$ cat src/rtl/idelay_sweep_pkg.sv
// Shared types and constants for the IDELAY tap sweep controller.
package idelay_sweep_pkg;

   localparam int NTAPS = 32;
   localparam int TAP_W = 5;
   // Timer width: the measure span is WINDOW_CYCLES+3, so it can exceed 16 bits
   localparam int TMR_W = 17;

   typedef enum logic [2:0] {
      S_IDLE,
      S_LOAD,
      S_SETTLE,
      S_MEASURE,
      S_REPORT,
      S_FINISH
   } state_e;

endpackage

$ cat src/rtl/sweep_timer.sv
// Loadable down-counter with a terminal-count flag, shared by SETTLE and MEASURE.
// tc is high during the last cycle of a loaded span (count == 1).
module sweep_timer
   import idelay_sweep_pkg::*;
#(
   parameter int W = TMR_W
) (
   input  logic         gclk,
   input  logic         grst_n,
   input  logic         load,
   input  logic [W-1:0] load_val,
   output logic         tc,
   output logic [W-1:0] cnt
);

   logic [W-1:0] cnt_q, cnt_d;

   // Reload on request, otherwise count down and park at zero
   always_comb begin
      cnt_d = cnt_q;
      if (load)
         cnt_d = load_val;
      else if (cnt_q != '0)
         cnt_d = cnt_q - W'(1);
   end

   // Counter register
   always_ff @(posedge gclk or negedge grst_n) begin
      if (!grst_n) cnt_q <= '0;
      else         cnt_q <= cnt_d;
   end

   assign tc  = (cnt_q == W'(1));
   assign cnt = cnt_q;

endmodule

$ cat src/rtl/idelay_sweep_controller.sv
// Sweeps all 32 IDELAY taps, measuring the error count at each and streaming
// {tap, count} results over a valid/ready handshake.
// Optional macro IDELAY_SWEEP_BEST_TAP_EN adds BEST_TAP/BEST_CNT tracking.
module idelay_sweep_controller
   import idelay_sweep_pkg::*;
#(
   parameter int WINDOW_CYCLES = 1024,
   parameter int SETTLE_CYCLES = 8,
   parameter int CNT_W         = 16
) (
   input  logic             CLK,
   input  logic             RST_N,
   input  logic             CAL_RDY,
   input  logic             START,
   output logic             BUSY,
   output logic             DONE,
   output logic             ABORT,
   output logic [TAP_W-1:0] DELAY,
   output logic             DLY_LD,
   output logic             ERR_CLR,
   output logic             ERR_EN,
   input  logic [CNT_W-1:0] ERR_CNT,
   output logic             RES_VALID,
   input  logic             RES_READY,
   output logic [TAP_W-1:0] RES_TAP,
   output logic [CNT_W-1:0] RES_CNT
`ifdef IDELAY_SWEEP_BEST_TAP_EN
   ,
   output logic [TAP_W-1:0] BEST_TAP,
   output logic [CNT_W-1:0] BEST_CNT
`endif
);

   // MEASURE span: 1 clear cycle + WINDOW enable cycles + 2 drain cycles
   localparam logic [TMR_W-1:0] SETTLE_LOAD = TMR_W'(SETTLE_CYCLES);
   localparam logic [TMR_W-1:0] MEAS_LOAD   = TMR_W'(WINDOW_CYCLES + 3);
   localparam logic [TAP_W-1:0] LAST_TAP    = TAP_W'(NTAPS - 1);

   state_e             state_q, state_d;
   logic [TAP_W-1:0]   tap_q, tap_d;
   logic               busy_q, busy_d;
   logic               done_q, done_d;
   logic               abort_q, abort_d;
   logic               dly_ld_q, dly_ld_d;
   logic               err_clr_q, err_clr_d;
   logic               err_en_q, err_en_d;
   logic               res_valid_q, res_valid_d;
   logic [TAP_W-1:0]   res_tap_q, res_tap_d;
   logic [CNT_W-1:0]   res_cnt_q, res_cnt_d;

   logic               tmr_load, tmr_tc;
   logic [TMR_W-1:0]   tmr_val, tmr_cnt;

   sweep_timer #(.W(TMR_W)) u_timer (
      .gclk     (CLK),
      .grst_n   (RST_N),
      .load     (tmr_load),
      .load_val (tmr_val),
      .tc       (tmr_tc),
      .cnt      (tmr_cnt)
   );

   // Next-state and next-output logic; outputs are computed for the cycle being entered
   always_comb begin
      state_d     = state_q;
      tap_d       = tap_q;
      done_d      = 1'b0;
      abort_d     = 1'b0;
      dly_ld_d    = 1'b0;
      err_clr_d   = 1'b0;
      err_en_d    = 1'b0;
      res_valid_d = res_valid_q;
      res_tap_d   = res_tap_q;
      res_cnt_d   = res_cnt_q;
      tmr_load    = 1'b0;
      tmr_val     = '0;
      if (state_q != S_IDLE && !CAL_RDY) begin
         // Calibration lost: drop everything, including a pending result
         state_d     = S_IDLE;
         abort_d     = 1'b1;
         res_valid_d = 1'b0;
      end else begin
         unique case (state_q)
            S_IDLE: if (START && CAL_RDY) begin
               state_d  = S_LOAD;
               tap_d    = '0;
               dly_ld_d = 1'b1;
            end
            S_LOAD: begin
               state_d  = S_SETTLE;
               tmr_load = 1'b1;
               tmr_val  = SETTLE_LOAD;
            end
            S_SETTLE: if (tmr_tc) begin
               state_d   = S_MEASURE;
               tmr_load  = 1'b1;
               tmr_val   = MEAS_LOAD;
               err_clr_d = 1'b1;
            end
            S_MEASURE: begin
               // Enable while the next count lands in [3, WINDOW+2]; counts 2 and 1 drain the counter pipe
               err_en_d = (tmr_cnt >= TMR_W'(4));
               if (tmr_tc) begin
                  state_d     = S_REPORT;
                  res_valid_d = 1'b1;
                  res_tap_d   = tap_q;
                  res_cnt_d   = ERR_CNT;
               end
            end
            S_REPORT: if (RES_READY) begin
               res_valid_d = 1'b0;
               if (tap_q != LAST_TAP) begin
                  state_d  = S_LOAD;
                  tap_d    = tap_q + TAP_W'(1);
                  dly_ld_d = 1'b1;
               end else begin
                  state_d = S_FINISH;
                  done_d  = 1'b1;
               end
            end
            S_FINISH: state_d = S_IDLE;
            default:  state_d = S_IDLE;
         endcase
      end
      busy_d = (state_d != S_IDLE);
   end

   // State and registered outputs
   always_ff @(posedge CLK or negedge RST_N) begin
      if (!RST_N) begin
         state_q     <= S_IDLE;
         tap_q       <= '0;
         busy_q      <= 1'b0;
         done_q      <= 1'b0;
         abort_q     <= 1'b0;
         dly_ld_q    <= 1'b0;
         err_clr_q   <= 1'b0;
         err_en_q    <= 1'b0;
         res_valid_q <= 1'b0;
         res_tap_q   <= '0;
         res_cnt_q   <= '0;
      end else begin
         state_q     <= state_d;
         tap_q       <= tap_d;
         busy_q      <= busy_d;
         done_q      <= done_d;
         abort_q     <= abort_d;
         dly_ld_q    <= dly_ld_d;
         err_clr_q   <= err_clr_d;
         err_en_q    <= err_en_d;
         res_valid_q <= res_valid_d;
         res_tap_q   <= res_tap_d;
         res_cnt_q   <= res_cnt_d;
      end
   end

   // tap only changes on LOAD entry, so it doubles as the DELAY register
   assign DELAY     = tap_q;
   assign BUSY      = busy_q;
   assign DONE      = done_q;
   assign ABORT     = abort_q;
   assign DLY_LD    = dly_ld_q;
   assign ERR_CLR   = err_clr_q;
   assign ERR_EN    = err_en_q;
   assign RES_VALID = res_valid_q;
   assign RES_TAP   = res_tap_q;
   assign RES_CNT   = res_cnt_q;

`ifdef IDELAY_SWEEP_BEST_TAP_EN
   logic [TAP_W-1:0] best_tap_q, best_tap_d;
   logic [CNT_W-1:0] best_cnt_q, best_cnt_d;

   // Track the lowest count; strict compare keeps the earliest tap on ties
   always_comb begin
      best_tap_d = best_tap_q;
      best_cnt_d = best_cnt_q;
      if (state_q == S_IDLE && state_d == S_LOAD) begin
         best_tap_d = '0;
         best_cnt_d = '1;
      end else if (state_q == S_MEASURE && state_d == S_REPORT && ERR_CNT < best_cnt_q) begin
         best_tap_d = tap_q;
         best_cnt_d = ERR_CNT;
      end
   end

   // Best-tap registers
   always_ff @(posedge CLK or negedge RST_N) begin
      if (!RST_N) begin
         best_tap_q <= '0;
         best_cnt_q <= '0;
      end else begin
         best_tap_q <= best_tap_d;
         best_cnt_q <= best_cnt_d;
      end
   end

   assign BEST_TAP = best_tap_q;
   assign BEST_CNT = best_cnt_q;
`else
   // Best-tap tracking not built in this configuration
`endif

endmodule

$ cat config.mk
export PLATFORM = sky130hd
export DESIGN_NAME = idelay_sweep_controller
export DESIGN_NICKNAME = d
export VERILOG_FILES = /design/src/rtl/idelay_sweep_pkg.sv /design/src/rtl/sweep_timer.sv /design/src/rtl/idelay_sweep_controller.sv
export SDC_FILE = /design/constraint.sdc
export NUM_CORES = 1
export LEC_CHECK = 0
export ABC_AREA = 1
export BUFFER_PORTS_ARGS = -buffer_cell sky130_fd_sc_hd__buf_2
export CORE_MARGIN = 2
export CORE_UTILIZATION = 45
export CTS_CLUSTER_SIZE = 25
export DETAILED_ROUTE_END_ITERATION = 8
export PLACE_DENSITY = 0.73
export SETUP_SLACK_MARGIN = 0.3
export SLEW_MARGIN = 20
export SYNTH_ARGS = -nofsm -noshare
export SYNTH_HDL_FRONTEND = slang
export SYNTH_SLANG_ARGS = --single-unit
$ cat constraint.sdc
create_clock -name CLK -period 3.1 [get_ports CLK]
set_clock_uncertainty 0.2 [all_clocks]
set_input_delay 0.31 -clock CLK [delete_from_list [all_inputs] [get_ports CLK]]
set_output_delay 0.31 -clock CLK [all_outputs]
set_load 0.02 [all_outputs]
After elaboration in Yosys (flattened, before gate mapping)
Cells that the tools add are included.

Eq/ne operators: 11. Add/sub/neg operators: 2. Bitwise operators: 1. $lt $le $gt $ge: 1. Reductions and logical operators: 13. Mux-type cells: 37.

Operators by type and width (count): $mux W17 (2); $mux W11 (2); $pmux W11 S2 (1); $mux W1 (18); $mux W3 (6); $eq A17 B1 Y1 const B (1); $ge A17 B3 Y1 const B (1); $reduce_bool A17 Y1 (1); $sub A17 B1 Y17 const B (1); $mux W5 (3); $pmux W3 S5 (1); $pmux W5 S2 (1); $reduce_bool A3 Y1 (3); $eq A3 B2 Y1 const B (2); $ne A2 B2 Y1 const B (3); $ne A3 B3 Y1 const B (2); $pmux W1 S2 (3); $reduce_and A3 Y1 (2); $add A5 B1 Y5 const B (1); $ne A5 B5 Y1 const B (1); $reduce_and A5 Y1 (1); $reduce_bool A2 Y1 (2); $eq A3 B1 Y1 const B (1); $eq A3 B3 Y1 const B (1); other kinds (4) (5).

Logic and storage cells: 77. Output and inout bits: 33. Register bits after elaboration: 53. Input port bits: 21.

Longest topological paths before layout
Depth after elaboration: 6. Gate-level depth with buffers: 13. Depth with buffers taken out: 13.

Modules after synthesis
A second synthesis with hierarchy kept.

Cells, all modules: 383. Area total of the unflattened synthesis: 3012.9 µm².

By module, submodules not included: idelay_sweep_controller (cells an instance 195, instances 1, area an instance 1745.4 µm², seq. area each 900.9 µm²); sweep_timer (cells an instance 188, instances 1, area an instance 1267.5 µm², seq. area each 425.4 µm²).

Worst setup path after synthesis
OpenSTA, ideal clock, no wires.

Kind: register -> register. Start point: register u_timer.cnt_q[1] (netlist: u_timer.cnt[1]). End point: register res_cnt_q[0] (netlist: RES_CNT[0]). Path slack: 1.215 ns. Stages on the path, launching flop included: 13. Path buffers: 1. Clock period less this slack: 1.885 ns. Data arrival time: 1.568 ns. Cells stage by stage: dfrtp_1 -> inv_1 -> ha_1 -> inv_1 -> nor2_1 -> nand2_1 -> nor2_2 -> nand2_4 -> nor3_4 -> inv_4 -> buf_6 -> nand2_1 -> nand2_1.

Word-level cells in the longest chain between the ends: 2.

RTL lines: start, declared (line sweep_timer.sv:16) `logic [W-1:0] cnt_q, cnt_d;`; start signal, assigned (line sweep_timer.sv:30) `else cnt_q <= cnt_d;`; $eq A17 B1 Y1 (line sweep_timer.sv:33) `assign tc = (cnt_q == W'(1));`; $reduce_and A3 Y1 (no source line); end signal, assigned (line idelay_sweep_controller.sv:153) `res_cnt_q <= res_cnt_d;`; end, declared (line idelay_sweep_controller.sv:49) `logic [CNT_W-1:0] res_cnt_q, res_cnt_d;`.

No other way between the ends. A chain may end at the register's enable or synchronous reset.

Final worst setup path
Start point: register u_timer.cnt_q[1] (netlist: u_timer.cnt[1]). End point: register u_timer.cnt_q[0] (netlist: u_timer.cnt[0]).

Word-level cells in the longest chain between the ends: 5.

RTL lines: $eq A17 B1 Y1 (line sweep_timer.sv:33); $mux W11 / $mux W1 (equally long branches) (line idelay_sweep_controller.sv:94) `S_SETTLE: if (tmr_tc) begin`; $pmux W11 S2 / $pmux W1 S2 (equally long branches) (line idelay_sweep_controller.sv:83) `unique case (state_q)`; $mux W11 / $mux W1 (equally long branches) (line idelay_sweep_controller.sv:77) `if (state_q != S_IDLE && !CAL_RDY) begin`; $mux W17 / $reduce_bool A2 Y1 (equally long branches).

Parallel ways exist; a longest one is shown, timed or not.

==> results_dict.tcl <==
set metrics [dict create \
    status "finished clean" \
    p_leak_nw 1.77 \
    setup_viol 0 \
    insertion_delay_ns 0.31 \
    required_ns 3.10 \
    htree_levels 2 \
    p_int_mw 1.42 \
    nets 408 \
    synthToLayoutAreaGrowth_pct 20.7 \
    cts_made_buffers 5 \
    p_seq_frac 0.412 \
    path_clk_slew_ns 0.10 \
    die_height_um 79.9 \
    finalSetupTns_ns 0 \
    ys_types 27 \
    wirelength_um 5410 \
    rsz0062_at_grt "false" \
    io_pins 54 \
    slew_viol_final 0 \
    ys_ff_latch 53 \
    pre_cts_slack_ns 0.876 \
    drive_gt1_frac 0.217 \
    power_density_mw_per_mm2 751 \
    clk_path_buf_depth 2 \
    holdPathStages 3 \
    dieWidth_um 79.9 \
    post_cts_resized 0 \
    die_area_mm2 0.00638 \
    wire_per_inst_um 11.9 \
    final_hold_viol_count 0 \
    worst_slack_ns 0.843 \
    clock.fmax_ghz 0.443 \
    numClockSinks 53 \
    path_class "reg -> reg" \
    cap_violations 0 \
    antenna_found_initial 0 \
    row_count 27 \
    r2r_slack_ns 0.84 \
    arrival_ns 2.26 \
    cts_hold_buffers 9 \
    r2r_cells 13 \
    grt_start_max_net_pins 54 \
    clock_power_share 0.199 \
    io_buffers 53 \
    critPathCaptureType "flip-flop" \
    diodes 0 \
    place_area_mm2 0.00293 \
    ir_worst_vdd_uv 246 \
    synth_fp_nets 341 \
    cts_root_buf "clkbuf_8" \
    grt_pass1_wl_um 9580 \
    ys_seq_area_frac 0.512 \
    r2r-start "u_timer.cnt[1]" \
    worst_slew_pin_slew_ns 0.645 \
    tritoncts "done" \
    drtPass1Iterations 4 \
    grt_pass1_vias 2184 \
    grt_usage 0.189 \
    start_util 0.468 \
    synth.avg_cell_area_um2 8.23 \
    drc_errors 0 \
    slew_headroom 0.570 \
    gp_congestion 0.825 \
    layout_common_cells "nand2_1 (105), dfrtp_1 (53), buf_2 (53)" \
    syn_area_mm2 0.00259 \
    drtAntennaViolNets 0 \
    cp_max_fo 16 \
    via_per_inst 4.73 \
    synth_cells 315 \
    routed-via-count 2153 \
    dp_hpwl_um 3920 \
    fillers 522 \
    overflow 0 \
    postCtsSetupRepairBufs 0 \
    fin_crit_sh 0.728 \
    reg2reg_to "u_timer.cnt[0]" \
    final_cell_area_mm2 0.00313 \
    power.switching_mw 0.931 \
    hold_class "in -> reg" \
    worstHoldStart "ERR_CNT[6]" \
    final_common_cell "nand2_1" \
    drt_iter0_drc 163 \
    sw_frac_of_total 0.396 \
    fin_crit_ns 2.26 \
    coreArea_mm2 0.00554 \
    ys_warn_count 0 \
    power_mw 2.35 \
    comb_power_share 0.389 \
    startpoint_type "flip-flop" \
    hold_end "RES_CNT[6]" \
]
## metal layers
| metal | GRT usage | routed length, um | share of wire | up-vias |
|---|---|---|---|---|
| li1 | - | - | - | 1102 |
| met1 | 0.247 | 2520 | 0.47 | 986 |
| met2 | 0.310 | 2560 | 0.47 | 54 |
| met3 | 0.0407 | 231 | 0.043 | 11 |
| met4 | 0.0661 | 103 | 0.019 | 0 |
| met5 | 0 | 0 | 0 | - |
## stage by stage
stage	cells	util	hold slack [ns]
6_report	455	0.565	0.00445
5_1_grt	455	0.565	0.00456
4_1_cts	455	0.565	0.00181
3_5_place_dp	438	0.528	0.260
3_3_place_gp	438	0.528	0.252
2_1_floorplan	315	-	-0.186
## final cells by class
cell class	count	area (um^2)	share of cell area
clock buffer	6	72.6	0.0232
clock inverter	2	38.8	0.0124
inverter	41	156	0.0500
multi-input combinational	217	1070	0.343
sequential	53	1330	0.424
tap	72	90.1	0.0288
timing repair buffer	64	370	0.118
## critical path, cell delays in order (launching register included)
cell	delay (ns)
dfrtp_1	0.41
inv_1	0.10
ha_1	0.16
inv_1	0.04
nor2_1	0.07
nand2_1	0.06
nor2_2	0.18
nand3_1	0.13
nand2_1	0.10
nand2_2	0.20
nand2_2	0.25
inv_2	0.11
nand2_1	0.07
nand2_1	0.05
## Yosys cell counts, drive strengths merged
library cell,number,area [um^2]
nand2,111,437
dfrtp,53,1330
inv,41,156
nor2,34,159
nand3,18,90.1
o21ai,13,72.6
nor3,10,66.3
xor2,8,70.1
a21oi,6,30.0
nand4,6,37.5
ha,5,62.6
buf,4,35.0
xnor2,4,35.0
o211ai,1,7.51
or2,1,6.26
## worst max path at each step
stage,startpoint,endpoint,slack [ns],cells after the start
after detailed placement,u_timer.cnt[1],u_timer.cnt[0],0.88,13
after floorplan,u_timer.cnt[1],RES_CNT[0],1.22,12
after global placement,u_timer.cnt[1],u_timer.cnt[1],0.90,13
final,u_timer.cnt[1],u_timer.cnt[0],0.84,13
after global routing,u_timer.cnt[1],u_timer.cnt[0],0.64,13
after CTS,u_timer.cnt[1],u_timer.cnt[1],0.84,13
## logic make-up after synthesis
kind of cell,count (synthesis),share of synthesized area
AOI/OAI and AO/OA,20,0.0425
xor gates and xnor gates,12,0.0406
adders and majority gates,5,0.0241
buffers and inverters,45,0.0739
DFF,53,0.512
and+or+nand+nor,180,0.307
## flip-flops by register name (all words and copies together) (netlist names)
register,flops
ERR_CLR,1
u_timer.cnt,17
ABORT,1
RES_VALID,1
RES_CNT,16
RES_TAP,5
ERR_EN,1
DLY_LD,1
DONE,1
BUSY,1
state_q,3
DELAY,5
## power by group through the flow
stage                     clock network [mW]  registers [mW]  logic [mW]
after floorplan                            0            1.03       0.640
after global placement                     0           0.977       0.894
after detailed placement                   0           0.977       0.912
after CTS                              0.480           0.967       0.922
after global routing                   0.501           0.992        1.05
final                                  0.466           0.968       0.914
(Power assumes the default switching activity.)
